[config.mk]
export PLATFORM = sky130hd
export DESIGN_NAME = decode_stream_ctrl
export DESIGN_NICKNAME = d
export VERILOG_FILES = /design/src/rtl/decode_stream_ctrl.sv
export SDC_FILE = /design/constraint.sdc
export NUM_CORES = 1
export LEC_CHECK = 0
export ABC_CLOCK_PERIOD_IN_PS = 4690
export CORE_UTILIZATION = 30
export DETAILED_ROUTE_END_ITERATION = 8
export PLACE_DENSITY_LB_ADDON = 0.3
export SYNTH_ARGS = -nofsm -noshare
export SYNTH_HDL_FRONTEND = slang
export SYNTH_SLANG_ARGS = --single-unit
export TNS_END_PERCENT = 20
[constraint.sdc]
create_clock -name clk_i -period 4.69 [get_ports clk_i]
set_clock_uncertainty 0.2 [all_clocks]
set_input_delay 0.938 -clock clk_i [delete_from_list [all_inputs] [get_ports clk_i]]
set_output_delay 0.938 -clock clk_i [all_outputs]
set_load 0.02 [all_outputs]
[src/rtl/decode_stream_ctrl.sv]
// decode_stream_ctrl
//   Stream controller between the encoded-word RAM, the entropy decoder and the
//   decoded-sample RAM. A word FSM fetches encoded words over a 1-cycle-latency
//   read port and offers them to the decoder with valid/ready. A concurrent
//   sample path writes decoded samples sequentially to the output RAM, counts
//   completed BLOCK_LEN-sample blocks and ends the frame at OUT_DEPTH samples.
//   Optional feature macro: DSC_CHECKSUM_EN adds chk_o, a 16-bit running sum of
//   all accepted samples in the current frame.
module decode_stream_ctrl #(
    parameter int IN_W      = 32,
    parameter int IN_AW     = 13,
    parameter int OUT_W     = 8,
    parameter int OUT_DEPTH = 76800,
    parameter int OUT_AW    = 17,
    parameter int BLOCK_LEN = 64
) (
    input  logic              clk_i,
    input  logic              rst_i,
    input  logic              start_i,
    input  logic [IN_AW-1:0]  in_words_i,
    output logic              in_en_o,
    output logic [IN_AW-1:0]  in_addr_o,
    input  logic [IN_W-1:0]   in_data_i,
    output logic [IN_W-1:0]   dec_data_o,
    output logic              dec_valid_o,
    input  logic              dec_ready_i,
    input  logic [OUT_W-1:0]  dec_samp_i,
    input  logic              dec_samp_valid_i,
    output logic              dec_samp_ready_o,
    output logic              out_we_o,
    output logic [OUT_AW-1:0] out_addr_o,
    output logic [OUT_W-1:0]  out_data_o,
    output logic [OUT_AW-1:0] blk_cnt_o,
    output logic              busy_o,
    output logic              done_o,
    output logic              underrun_o
`ifdef DSC_CHECKSUM_EN
    ,
    output logic [15:0]       chk_o
`endif
);

    // One extra bit so the write pointer can hold OUT_DEPTH even when
    // OUT_DEPTH == 2**OUT_AW.
    localparam int WP_W = OUT_AW + 1;
    localparam int BP_W = (BLOCK_LEN > 1) ? $clog2(BLOCK_LEN) : 1;

    localparam logic [WP_W-1:0] DEPTH     = WP_W'(OUT_DEPTH);
    localparam logic [WP_W-1:0] LAST_SAMP = WP_W'(OUT_DEPTH - 1);
    localparam logic [BP_W-1:0] BP_LAST   = BP_W'(BLOCK_LEN - 1);

    typedef enum logic [2:0] {
        S_IDLE,
        S_FETCH,
        S_WAIT_RD,
        S_OFFER,
        S_EXHAUSTED,
        S_DONE
    } state_e;

    // Word FSM registers
    state_e            state_q;
    logic [IN_AW-1:0]  in_words_q;
    logic [IN_AW-1:0]  rd_ptr_q;
    logic [IN_AW-1:0]  rd_nxt;
    logic              in_en_q;
    logic [IN_AW-1:0]  in_addr_q;
    logic [IN_W-1:0]   dec_data_q;
    logic              dec_valid_q;
    logic              busy_q;
    logic              done_q;
    logic              underrun_q;

    // Sample path registers
    logic [WP_W-1:0]   wr_ptr_q,   wr_ptr_d;
    logic [BP_W-1:0]   blk_pos_q,  blk_pos_d;
    logic [OUT_AW-1:0] blk_cnt_q,  blk_cnt_d;
    logic              out_we_q,   out_we_d;
    logic [OUT_AW-1:0] out_addr_q, out_addr_d;
    logic [OUT_W-1:0]  out_data_q, out_data_d;
`ifdef DSC_CHECKSUM_EN
    logic [15:0]       chk_q,      chk_d;
`endif

    logic frame_start;
    logic samp_accept;
    logic last_accept;

    assign frame_start      = start_i && ((state_q == S_IDLE) || (state_q == S_DONE));
    assign dec_samp_ready_o = busy_q && (wr_ptr_q < DEPTH);
    assign samp_accept      = dec_samp_valid_i && dec_samp_ready_o;
    assign last_accept      = samp_accept && (wr_ptr_q == LAST_SAMP);
    assign rd_nxt           = rd_ptr_q + 1'b1;

    // Word FSM: fetch, capture, offer each encoded word; frame end overrides all.
    // NOTE: sequential state uses non-blocking (<=) so every flop samples the
    // pre-edge values; blocking here would create order-dependent behaviour.
    always_ff @(posedge clk_i or posedge rst_i) begin
        if (rst_i) begin
            state_q     <= S_IDLE;
            in_words_q  <= '0;
            rd_ptr_q    <= '0;
            in_en_q     <= 1'b0;
            in_addr_q   <= '0;
            dec_data_q  <= '0;
            dec_valid_q <= 1'b0;
            busy_q      <= 1'b0;
            done_q      <= 1'b0;
            underrun_q  <= 1'b0;
        end else begin
            case (state_q)
                S_IDLE, S_DONE: begin
                    if (start_i) begin
                        in_words_q <= in_words_i;
                        rd_ptr_q   <= '0;
                        done_q     <= 1'b0;
                        underrun_q <= 1'b0;
                        busy_q     <= 1'b1;
                        if (in_words_i == '0) begin
                            state_q <= S_EXHAUSTED;
                        end else begin
                            state_q   <= S_FETCH;
                            in_en_q   <= 1'b1;
                            in_addr_q <= '0;
                        end
                    end
                end
                S_FETCH: begin
                    in_en_q <= 1'b0;
                    state_q <= S_WAIT_RD;
                end
                S_WAIT_RD: begin
                    dec_data_q  <= in_data_i;
                    dec_valid_q <= 1'b1;
                    state_q     <= S_OFFER;
                end
                S_OFFER: begin
                    if (dec_ready_i) begin
                        dec_valid_q <= 1'b0;
                        rd_ptr_q    <= rd_nxt;
                        if (rd_nxt == in_words_q) begin
                            state_q <= S_EXHAUSTED;
                        end else begin
                            state_q   <= S_FETCH;
                            in_en_q   <= 1'b1;
                            in_addr_q <= rd_nxt;
                        end
                    end
                end
                S_EXHAUSTED: begin
                    if (dec_ready_i) begin
                        underrun_q <= 1'b1;
                    end
                end
                default: begin
                    state_q <= S_IDLE;
                end
            endcase

            // The last sample ends the frame regardless of where the word FSM is;
            // a word handshake in the same cycle still advances rd_ptr above.
            if (last_accept) begin
                state_q     <= S_DONE;
                busy_q      <= 1'b0;
                done_q      <= 1'b1;
                dec_valid_q <= 1'b0;
                in_en_q     <= 1'b0;
            end
        end
    end

    // Sample path next state: sequential write, block counting, optional checksum.
    // NOTE: every signal gets a default at the top of always_comb so no path
    // leaves it unassigned, which would otherwise infer a latch.
    always_comb begin
        wr_ptr_d   = wr_ptr_q;
        blk_pos_d  = blk_pos_q;
        blk_cnt_d  = blk_cnt_q;
        out_we_d   = 1'b0;
        out_addr_d = out_addr_q;
        out_data_d = out_data_q;
`ifdef DSC_CHECKSUM_EN
        chk_d      = chk_q;
`endif
        if (frame_start) begin
            wr_ptr_d  = '0;
            blk_pos_d = '0;
            blk_cnt_d = '0;
`ifdef DSC_CHECKSUM_EN
            chk_d     = '0;
`endif
        end else if (samp_accept) begin
            out_we_d   = 1'b1;
            out_addr_d = wr_ptr_q[OUT_AW-1:0];
            out_data_d = dec_samp_i;
            wr_ptr_d   = wr_ptr_q + 1'b1;
            if (blk_pos_q == BP_LAST) begin
                blk_pos_d = '0;
                blk_cnt_d = blk_cnt_q + 1'b1;
            end else begin
                blk_pos_d = blk_pos_q + 1'b1;
            end
`ifdef DSC_CHECKSUM_EN
            chk_d = chk_q + 16'(dec_samp_i);
`endif
        end
    end

    // Sample path registers.
    always_ff @(posedge clk_i or posedge rst_i) begin
        if (rst_i) begin
            wr_ptr_q   <= '0;
            blk_pos_q  <= '0;
            blk_cnt_q  <= '0;
            out_we_q   <= 1'b0;
            out_addr_q <= '0;
            out_data_q <= '0;
`ifdef DSC_CHECKSUM_EN
            chk_q      <= '0;
`endif
        end else begin
            wr_ptr_q   <= wr_ptr_d;
            blk_pos_q  <= blk_pos_d;
            blk_cnt_q  <= blk_cnt_d;
            out_we_q   <= out_we_d;
            out_addr_q <= out_addr_d;
            out_data_q <= out_data_d;
`ifdef DSC_CHECKSUM_EN
            chk_q      <= chk_d;
`endif
        end
    end

    assign in_en_o     = in_en_q;
    assign in_addr_o   = in_addr_q;
    assign dec_data_o  = dec_data_q;
    assign dec_valid_o = dec_valid_q;
    assign out_we_o    = out_we_q;
    assign out_addr_o  = out_addr_q;
    assign out_data_o  = out_data_q;
    assign blk_cnt_o   = blk_cnt_q;
    assign busy_o      = busy_q;
    assign done_o      = done_q;
    assign underrun_o  = underrun_q;
`ifdef DSC_CHECKSUM_EN
    assign chk_o       = chk_q;
`endif

endmodule

# Yosys cells after proc, flatten, opt, wreduce, memory -nomap -nowiden
# Index checks and enable logic that the tools add are counted.
# Widths: inputs -> output; s select.
[totals] wordCells=107 out_inout_bits=94 ff_bits=146 in_bits=58
[classes] n_reduce_logical=26 eq_ne=18 magnitude_cmp=1 n_addsub=4 n_mux=41 bitwise=1
[ops] operator="$mux 13" n=6
[ops] operator="$pmux 13 s2" n=2
[ops] operator="$mux 17" n=3
[ops] operator="$mux 18" n=2
[ops] operator="$add 18x1->18 const B" n=1
[ops] operator="$eq 18x17->1 const B" n=1
[ops] operator="$lt 18x17->1 const B" n=1
[ops] operator="$mux 6" n=3
[ops] operator="$add 17x1->17 const B" n=1
[ops] operator="$mux 1" n=16
[ops] operator="$mux 3" n=5
[ops] operator="$pmux 3 s5" n=1
[ops] operator="$add 13x1->13 const B" n=1
[ops] operator="$eq 13x13->1" n=1
[ops] operator="$logic_not 13->1" n=1
[ops] operator="$ne 2x2->1 const B" n=6
[ops] operator="$ne 3x3->1 const B" n=4
[ops] operator="$reduce_bool 2->1" n=6
[ops] operator="$reduce_and 2->1" n=5
[ops] operator="$reduce_and 5->1" n=2
[ops] operator="$reduce_and 3->1" n=3
[ops] operator="$add 6x1->6 const B" n=1
[ops] operator="$eq 3x2->1 const B" n=2
[ops] operator="$eq 3x3->1 const B" n=2
[ops] operator="11 further kinds" n=15

# Depth between registers and ports, before layout
# Gate-level depths: netlist of the first run.
[logic_depth] word_depth=6 ltp_mapped=10 ltp_nobuf=8

# Worst setup path after synthesis of the first run
# No wires, ideal clock.
[synth_timing] path_kind="flip-flop to flip-flop" from="register rd_ptr_q[0]" to="register in_addr_q[12], in the netlist in_addr_o[12]" synth_period_minus_slack_ns=2.882 slack_ns=1.808 path_buffers=1 t_required_ns=4.365 setup_time_ns=0.125 stages_incl_launch_ff=10 t_arrival_ns=2.557 path_cell_list="dfrtp_1 ha_1 nand3_2 or4_1 buf_2 o21ai_2 o211ai_2 nor4_4 nor2_4 mux2_4"
[synth_via] elab_chain_cells=4 elab_cells_between_ends=7 classes_between="add/sub: 1; eq/ne: 2; mux: 3; reduce/logical: 1"
[synth_rtl] item="start, declared" line_no="64" text="logic [IN_AW-1:0] rd_ptr_q;"
[synth_rtl] item="start signal, assigned" line_no="140" text="rd_ptr_q <= rd_nxt;"
[synth_rtl] item="$add 13x1->13 *" line_no="93" text="assign rd_nxt = rd_ptr_q + 1'b1;"
[synth_rtl] item="$eq 13x13->1 or $mux 13 (tied branches)" line_no="141" text="if (rd_nxt == in_words_q) begin"
[synth_rtl] item="$ne 2x2->1 (no line) or $mux 13 (tied branches)"
[synth_rtl] item="$reduce_and 5->1 (no line) or $pmux 13 s2 (tied branches)"
[synth_rtl] item="end signal, assigned" line_no="146" text="in_addr_q <= rd_nxt;"
[synth_rtl] item="end, declared" line_no="67" text="logic [IN_AW-1:0] in_addr_q;"
# Mark *: on every way between the ends. The rest lies on a longest branch, timed or not. The select of a mux whose other input is x is not followed.
# A chain may end at the register's enable or synchronous reset.

# Final worst setup path of the first run
[layout_timing] from="register rd_ptr_q[0]" to="register state_q[0]"
[layout_via] elab_chain_cells=6
[layout_rtl] item="$add 13x1->13" line_no="93"
[layout_rtl] item="$eq 13x13->1" line_no="141"
[layout_rtl] item="$mux 3" line_no="141"
[layout_rtl] item="$mux 3" line_no="138" text="if (dec_ready_i) begin"
[layout_rtl] item="$pmux 3 s5" line_no="111" text="case (state_q)"
[layout_rtl] item="$mux 3" line_no="162" text="if (last_accept) begin"
[layout_rtl] item="end signal, assigned" line_no="142" text="state_q <= S_EXHAUSTED;"
[layout_rtl] item="end signal, assigned" line_no="144" text="state_q <= S_FETCH;"
[layout_rtl] item="end signal, assigned" line_no="163" text="state_q <= S_DONE;"
[layout_rtl] item="end, declared" line_no="62" text="state_e state_q;"
# Every way passes these cells. The select of a mux whose other input is x is not followed.

==> metrics.log, run 1 <==
INFO  metric syn_area = 0.006978 sq mm
INFO  metric synth_warnings = 0
INFO  metric finalCriticalPeriod = 3.449 ns
INFO  metric postCtsHoldBufs = 0
INFO  metric numCtsBuffers = 17
INFO  metric synth_top_area_share = 52.36%
INFO  metric timing.hold.worst_path_depth = 2
INFO  metric globalRoute.totalOverflow = 0
INFO  metric ant_nets = 0
INFO  metric grt_antenna_before_repair = 1
INFO  metric hold_path.startpoint = in_addr_o[2]$_DFFE_PP0P_
INFO  metric synth_enable_flop_cells = 0
INFO  metric leakagePower = 3.903 nW
INFO  metric reg2reg_path_depth = 8
INFO  metric cap_violations = 0
INFO  metric coreArea = 0.02271 sq mm
INFO  metric ys_ff_latch = around 150
INFO  metric dp_hpwl = 11860 um
INFO  metric wire_length_of_the_first_global_routing_pass = between 20000 and 30000 um
INFO  metric fp.dieH = about 150 um
INFO  metric ir_drop = 0.2604 mV
INFO  metric fillers = ~2200
INFO  metric floorplan.die.width = 154.5 um
INFO  metric floorplan.io_pins = ~150
INFO  metric dr_drc_count = 0
INFO  metric seq_area_frac_synth = a little over half
INFO  metric async_reset_ff_share = 100.0%
INFO  metric timing.fmax = 0.2899 GHz
INFO  metric worstSkewPairLatency = between 0.4 and 0.5 ns
INFO  metric routabilityCongestion = 0.8495
INFO  metric reg2reg_slack = around 1.2 ns
INFO  metric synth_largest_area_cell = dfrtp_1
INFO  metric min-delay-path-class = reg2reg
INFO  metric setup.worst_path.end_class = flip-flop
INFO  metric p_seq_share = between 30% and 40%
INFO  metric rsz0062_at_grt = false
INFO  metric post-route-period-util = between 70% and 80%
INFO  metric netlist-cell-type-count = just under 60
INFO  metric crit_fanout = 12
INFO  metric ff_to_ff_start = rd_ptr_q[0]$_DFFE_PP0P_
INFO  metric drt-total-wl = 16540 um
INFO  metric clock-sinks = approximately 150
INFO  metric outcome = complete, no violations
INFO  metric wl_met2 = 7578 um
INFO  metric worst_r2r_endpoint = state_q[0]$_DFFE_PP0P_
INFO  metric criticalPathCategory = reg2reg
INFO  metric io_buffers = around 150
INFO  metric detailroute.via_count = ~5300
INFO  metric most_frequent_standard_cell_in_the_layout_excluding_fill_and_tap_cells = clkdlybuf4s50_1
INFO  metric setup_viol = 0
INFO  metric cts_max_path_buffers = 2
INFO  metric dr_wl_met3 = roughly 870 um
INFO  metric pwr_density_cell = roughly 590 mW/mm^2
INFO  metric rows = 55
INFO  metric final_nets = roughly 850
INFO  metric cts_max_level = 4
INFO  metric power.net_switching = 1.978 mW
INFO  metric cts_resized = 0
INFO  metric synth_top_cells_by_area = dfrtp_1 (52%), mux2_2 (11%), nor2_1 (3.7%)
INFO  metric syn_area_per_cell = 10.90 sq um
INFO  metric grt_max_degree = 83
INFO  metric slew_violations = 0
INFO  metric post_cts.repair.setup_buffers = 0
INFO  metric syn-instance-count = 640
INFO  metric tritoncts = built
INFO  metric post_syn_nets = 702
INFO  metric detail_route.iter0.violations = 320
INFO  metric timing_worst_slew_pin_value = 0.8614 ns
INFO  metric floorplan.initialDensity = 30.73%
INFO  metric cts_clk_pin_slew_worst_paths = approximately 0.06 ns
INFO  metric area_of_the_multi_input_gates = around 0.0031 sq mm
INFO  metric register_area = around 0.0037 sq mm
INFO  metric drive_gt1_share = 15.66%
INFO  metric setup_total_negative_slack = 0 ns
INFO  metric critPathArrivalTime = about 3.5 ns
INFO  metric power_frac_clock = between 20% and 30%
INFO  metric vias_per_cell = 4.888
INFO  metric wirelength_met1 = around 8000 um
INFO  metric grt_usage = 14.46%
INFO  metric drt_pre_antenna_iters = 4
INFO  metric switching_share = 35.41%
INFO  metric slew_headroom = between 40% and 50%
INFO  metric design.die.area = 0.02387 sq mm
INFO  metric post_dr_wirelength_cell = around 15 um
INFO  metric critical_path_required = 4.77 ns
INFO  metric comb_power_share = a little under two fifths
INFO  metric areaGrowthSynthToFinish = 35.05%
INFO  metric timing_hold_violations_final = 0
INFO  metric finalCoreUtilization = 41.50%
INFO  metric clk_root_buffer_cell = clkbuf_16
INFO  metric synth_ff_type = dfrtp_1
INFO  metric critical_path.startpoint_type = flip-flop
INFO  metric most_frequent_cells_in_the_layout = clkdlybuf4s50_1 (151), dfrtp_1 (146), mux2_2 (70), nor2_1 (67), nand2_1 (39)
INFO  metric cellInternalPower = ~3.6 mW
INFO  metric hold_path_end = in_addr_o[2]$_DFFE_PP0P_
INFO  metric grt_pass1_vias = between 5000 and 6000
INFO  metric topRoutingLayerUsed = met4
## worst max-delay path by stage
| stage | to | from | depth (start not counted) | slack (ns) |
|---|---|---|---|---|
| floorplan | blk_cnt_o[0]$_DFFE_PP0P_ | rst_i | 1 | 1.72 |
| global placement | in_addr_o[12]$_DFFE_PP0P_ | in_words_i[0] | 7 | 1.14 |
| detailed placement | in_addr_o[12]$_DFFE_PP0P_ | in_words_i[0] | 7 | 1.17 |
| CTS | state_q[0]$_DFFE_PP0P_ | rd_ptr_q[0]$_DFFE_PP0P_ | 8 | 1.22 |
| global route | state_q[0]$_DFFE_PP0P_ | rd_ptr_q[0]$_DFFE_PP0P_ | 8 | 0.78 |
| finish | state_q[0]$_DFFE_PP0P_ | rd_ptr_q[0]$_DFFE_PP0P_ | 8 | 1.24 |
## final cells by class
type	count	share of cell area, %
sequential	146	38.77
multi-input combinational	447	33.27
timing repair buffer	159	16.81
clock buffer	17	4.514
tap	285	3.784
clock inverter	15	2.230
inverter	14	0.5975
antenna	1	0.02655
## metrics by stage
stage	hold slack [ns]	setup WS (ns)	power, mW	instances	instance area (sq um)
detailed placement	0.2893	1.173	4.171	1051	8786
finish	0.3000	1.241	5.588	1084	9424
floorplan	0.2727	1.719	3.297	640	6982
global placement	0.2880	1.140	4.144	1051	8786
global route	0.3182	0.7766	5.931	1083	9422
CTS	0.3040	1.222	5.666	1083	9422
## per-layer routing
metal  vias up  track usage (%)
met3        12            3.811
met5         -                0
met2       133            22.17
met4         0            5.045
li1       2574                -
met1      2580            19.68
## critical path, stage by stage (launching register included)
cell	delay [ns]
dfrtp_1	0.49
ha_1	0.31
and3_1	0.47
nand3_1	0.24
o41ai_1	0.43
o311ai_0	0.22
a2111o_1	0.31
nor4_1	0.49
o211ai_1	0.14
## power by group through the flow
stage	clock, mW	combinational, mW	sequential [mW]
2_1_floorplan	0	1.04	2.26
3_3_place_gp	0	2.13	2.01
3_5_place_dp	0	2.14	2.03
4_1_cts	1.51	2.15	2.00
5_1_grt	1.57	2.29	2.07
6_report	1.46	2.12	2.00
## state kept, by name (all words and copies together) (netlist names)
signal and flops:
out_we_o 1, in_addr_o 13, underrun_o 1, dec_valid_o 1, in_words_q 13, dec_data_o 32
busy_o 1, blk_pos_q 6, blk_cnt_o 17, rd_ptr_q 13, state_q 3, done_o 1
wr_ptr_q 18, out_data_o 8, in_en_o 1, out_addr_o 17
## Yosys cell counts (all sizes together), types with 9 or more instances
library cell	number
nand4	13
clkbuf	19
nor3	15
dfrtp	146
o31ai	9
buf	14
o41ai	9
o21ai	40
nand3	29
mux2	71
a21oi	19
nand2	39
and3	12
inv	14
nor2	69
xor2	23
xnor2	27
## cell families (layout without fill, tap and decap cells)
family	after synthesis	after routing	synth area share [%]
simple gates	216	216	15.55
flops	146	146	52.36
compound gates	100	100	9.611
mux	75	75	12.09
xor+xnor	52	52	6.921
buf+inv	47	205	2.761
fa+ha+maj	4	4	0.7173
other cells	0	1	0
(Power assumes the default switching activity.)
==> run 2: changes to the inputs <==
Settings changed: ABC_CLOCK_PERIOD_IN_PS 4690 to 3000.
Clock period 4.69 ns to 3 ns, I/O delays scaled along.
==> run 2 against run 1 <==
  * Critical path depth up 2
  * Wire length up 2.5%
  * Flip-flop and latch count unchanged
==> metrics.log, run 2 (synthesis gave the netlist of run 1 again) <==
INFO  metric timing_hold_violations_final = 0 (unchanged)
INFO  metric criticalPathCategory = reg2reg
INFO  metric cts_max_level = 4 (unchanged)
INFO  metric grt_antenna_before_repair = 1 (unchanged)
INFO  metric detail_route.iter0.violations = 304 (-5.0%)
INFO  metric ant_nets = 0 (unchanged)
INFO  metric floorplan.initialDensity = 30.73% (unchanged)
INFO  metric crit_fanout = 10 (-2)
INFO  metric drt-total-wl = 16960 um (+2.5%)
INFO  metric finalCoreUtilization = 42.44% (+0.94 points)
INFO  metric min-delay-path-class = reg2reg
INFO  metric vias_per_cell = 4.878 (-0.20%)
INFO  metric postCtsHoldBufs = 0 (unchanged)
INFO  metric cap_violations = 0 (unchanged)
INFO  metric fillers = 2184 (+0.74%)
INFO  metric floorplan.die.width = 154.5 um (unchanged)
INFO  metric dr_drc_count = 0 (unchanged)
INFO  metric drive_gt1_share = 18.67% (+3.0 points)
INFO  metric finalWorstSetupSlack = 0.1741 ns (-1.066 ns)
INFO  metric worstSkewPairLatency = 0.43 ns (about the same)
INFO  metric globalRoute.totalOverflow = 0 (unchanged)
INFO  metric timing_worst_slew_pin_value = 0.5491 ns (-0.3123 ns)
INFO  metric most_frequent_cells_in_the_layout = clkdlybuf4s50_1 (150), dfrtp_1 (146), mux2_2 (70), nor2_1 (67), nand2_1 (39)
INFO  metric slew_violations = 0 (unchanged)
INFO  metric rows = 55 (unchanged)
INFO  metric grt_pass1_vias = 5266 (+2.3%)
INFO  metric critical_path_required = 3.11 ns (-1.66 ns)
INFO  metric critical_path.startpoint_type = flip-flop
INFO  metric setup_total_negative_slack = 0 ns (unchanged)
INFO  metric drt_pre_antenna_iters = 7 (+3)
INFO  metric tritoncts = built
INFO  metric most_frequent_standard_cell_in_the_layout_excluding_fill_and_tap_cells = clkdlybuf4s50_1
INFO  metric clk_root_buffer_cell = clkbuf_16
INFO  metric coreArea = 0.02271 sq mm (unchanged)
INFO  metric detailroute.via_count = 5420 (+2.3%)
INFO  metric routabilityCongestion = 0.8374 (-1.4%)
INFO  metric io_buffers = 151 (unchanged)
INFO  metric cts_max_path_buffers = 2 (unchanged)
INFO  metric dp_hpwl = 12070 um (+1.8%)
INFO  metric areaGrowthSynthToFinish = 38.10%
INFO  metric rsz0062_at_grt = false
INFO  metric setup_viol = 0 (unchanged)
INFO  metric grt_usage = 14.69% (+0.22 points)
INFO  metric setup.worst_path.end_class = flip-flop
INFO  metric outcome = complete, no violations
INFO  metric pwr_density_cell = 904.0 mW/mm^2 (+52%)
INFO  metric post-route-period-util = 94.20% (+21 points)
INFO  metric slew_headroom = 63.39% (+21 points)
INFO  metric clock-sinks = 146 (unchanged)
INFO  metric post_dr_wirelength_cell = 15.27 um (about the same)
INFO  metric timing.fmax = 0.3539 GHz (+22%)
INFO  metric max_ffs_per_register = 32 (unchanged)
INFO  metric fp.dieH = 154.5 um (unchanged)
INFO  metric critPathArrivalTime = 2.94 ns (-0.59 ns)
INFO  metric placement.setup.worst_slack = 0.1308 ns (-1.042 ns)
INFO  metric cts_clk_pin_slew_worst_paths = 0.07 ns (about the same)
INFO  metric floorplan.io_pins = 152 (unchanged)
INFO  metric wire_length_of_the_first_global_routing_pass = 27790 um (+1.5%)
INFO  metric numCtsBuffers = 17 (unchanged)
INFO  metric grt_max_degree = 70 (-16%)
INFO  metric design.die.area = 0.02387 sq mm (unchanged)
INFO  metric leakagePower = 4.030 nW (+3.3%)
INFO  metric finalCriticalPeriod = 2.826 ns (-0.6235 ns)
INFO  metric final_nets = 874 (+3.2%)
INFO  metric ir_drop = 0.4465 mV (+71%)
[run 2: through the flow]
stage | cells | cell area (sq um) | hold slack [ns] | power [mW]
5_1_grt | 1110 | 9634 | 0.3099 | 9.231
3_3_place_gp | 1077 | 9006 | 0.2684 | 6.595
4_1_cts | 1109 | 9615 | 0.2950 | 8.813
2_1_floorplan | 640 | 6982 | 0.2727 | 5.154
3_5_place_dp | 1077 | 9006 | 0.2798 | 6.644
6_report | 1111 | 9637 | 0.2892 | 8.712
[run 2: what timing repair did]
| action | in CTS | in global routing |
|---|---|---|
| endpoints found under the setup margin | 1 | 4 |
| gates resized for setup | 1 | 2 |
| setup buffers | 0 | 1 |
| pin swaps | 0 | 1 |
[run 2: where the power goes]
part | switching, mW | internal, mW | leakage (nW)
combinational | 1.70 | 1.78 | 1.86
sequential | 0.504 | 2.60 | 1.88
clock | 1.01 | 1.13 | 0.292
total | 3.21 | 5.50 | 4.03
[run 2: cell type report]
| class | count | area (sq um) | area share [%] |
|---|---|---|---|
| clock buffers | 17 | 425.4 | 4.414 |
| diodes | 1 | 2.502 | 0.02597 |
| clock inverters | 15 | 185.2 | 1.922 |
| flip-flops and latches | 146 | 3654 | 37.91 |
| multi-input cells | 447 | 3147 | 32.65 |
| well taps | 285 | 356.6 | 3.700 |
| inverters | 14 | 56.30 | 0.5843 |
| repair buffers | 186 | 1810 | 18.79 |
[run 2: worst paths after layout]
| path | startpoint | slack, ns | endpoint | depth (start not counted) |
|---|---|---|---|---|
| max | rd_ptr_q[1]$_DFFE_PP0P_ | 0.17 | in_addr_o[8]$_DFFE_PP0P_ | 10 |
| min | in_addr_o[10]$_DFFE_PP0P_ | 0.29 | in_addr_o[10]$_DFFE_PP0P_ | 2 |
| max reg2reg | rd_ptr_q[1]$_DFFE_PP0P_ | 0.17 | in_addr_o[8]$_DFFE_PP0P_ | 10 |
| min reg2reg | in_addr_o[10]$_DFFE_PP0P_ | 0.29 | in_addr_o[10]$_DFFE_PP0P_ | 2 |
| max in group asynchronous | rst_i | 1.56 | blk_cnt_o[10]$_DFFE_PP0P_ | 3 |
| min in group asynchronous | rst_i | 0.35 | dec_data_o[12]$_DFFE_PP0N_ | 2 |
[run 2: worst max-delay path: stages, from the launching register on]
cell and delay, ns:
dfrtp_1 0.35, ha_1 0.26, nand3_2 0.17, or4_4 0.60, buf_4 0.17, a21o_1 0.17, o211ai_2 0.08, nor4_4 0.05
buf_4 0.16, buf_4 0.17, o41ai_1 0.34
[run 2: metal layers]
metal	vias to the layer above	wire (um)	track usage [%]
li1	2615	-	-
met1	2621	8046	19.62
met5	-	0	0
met3	21	940	4.119
met4	0	188	4.903
met2	163	7787	22.86
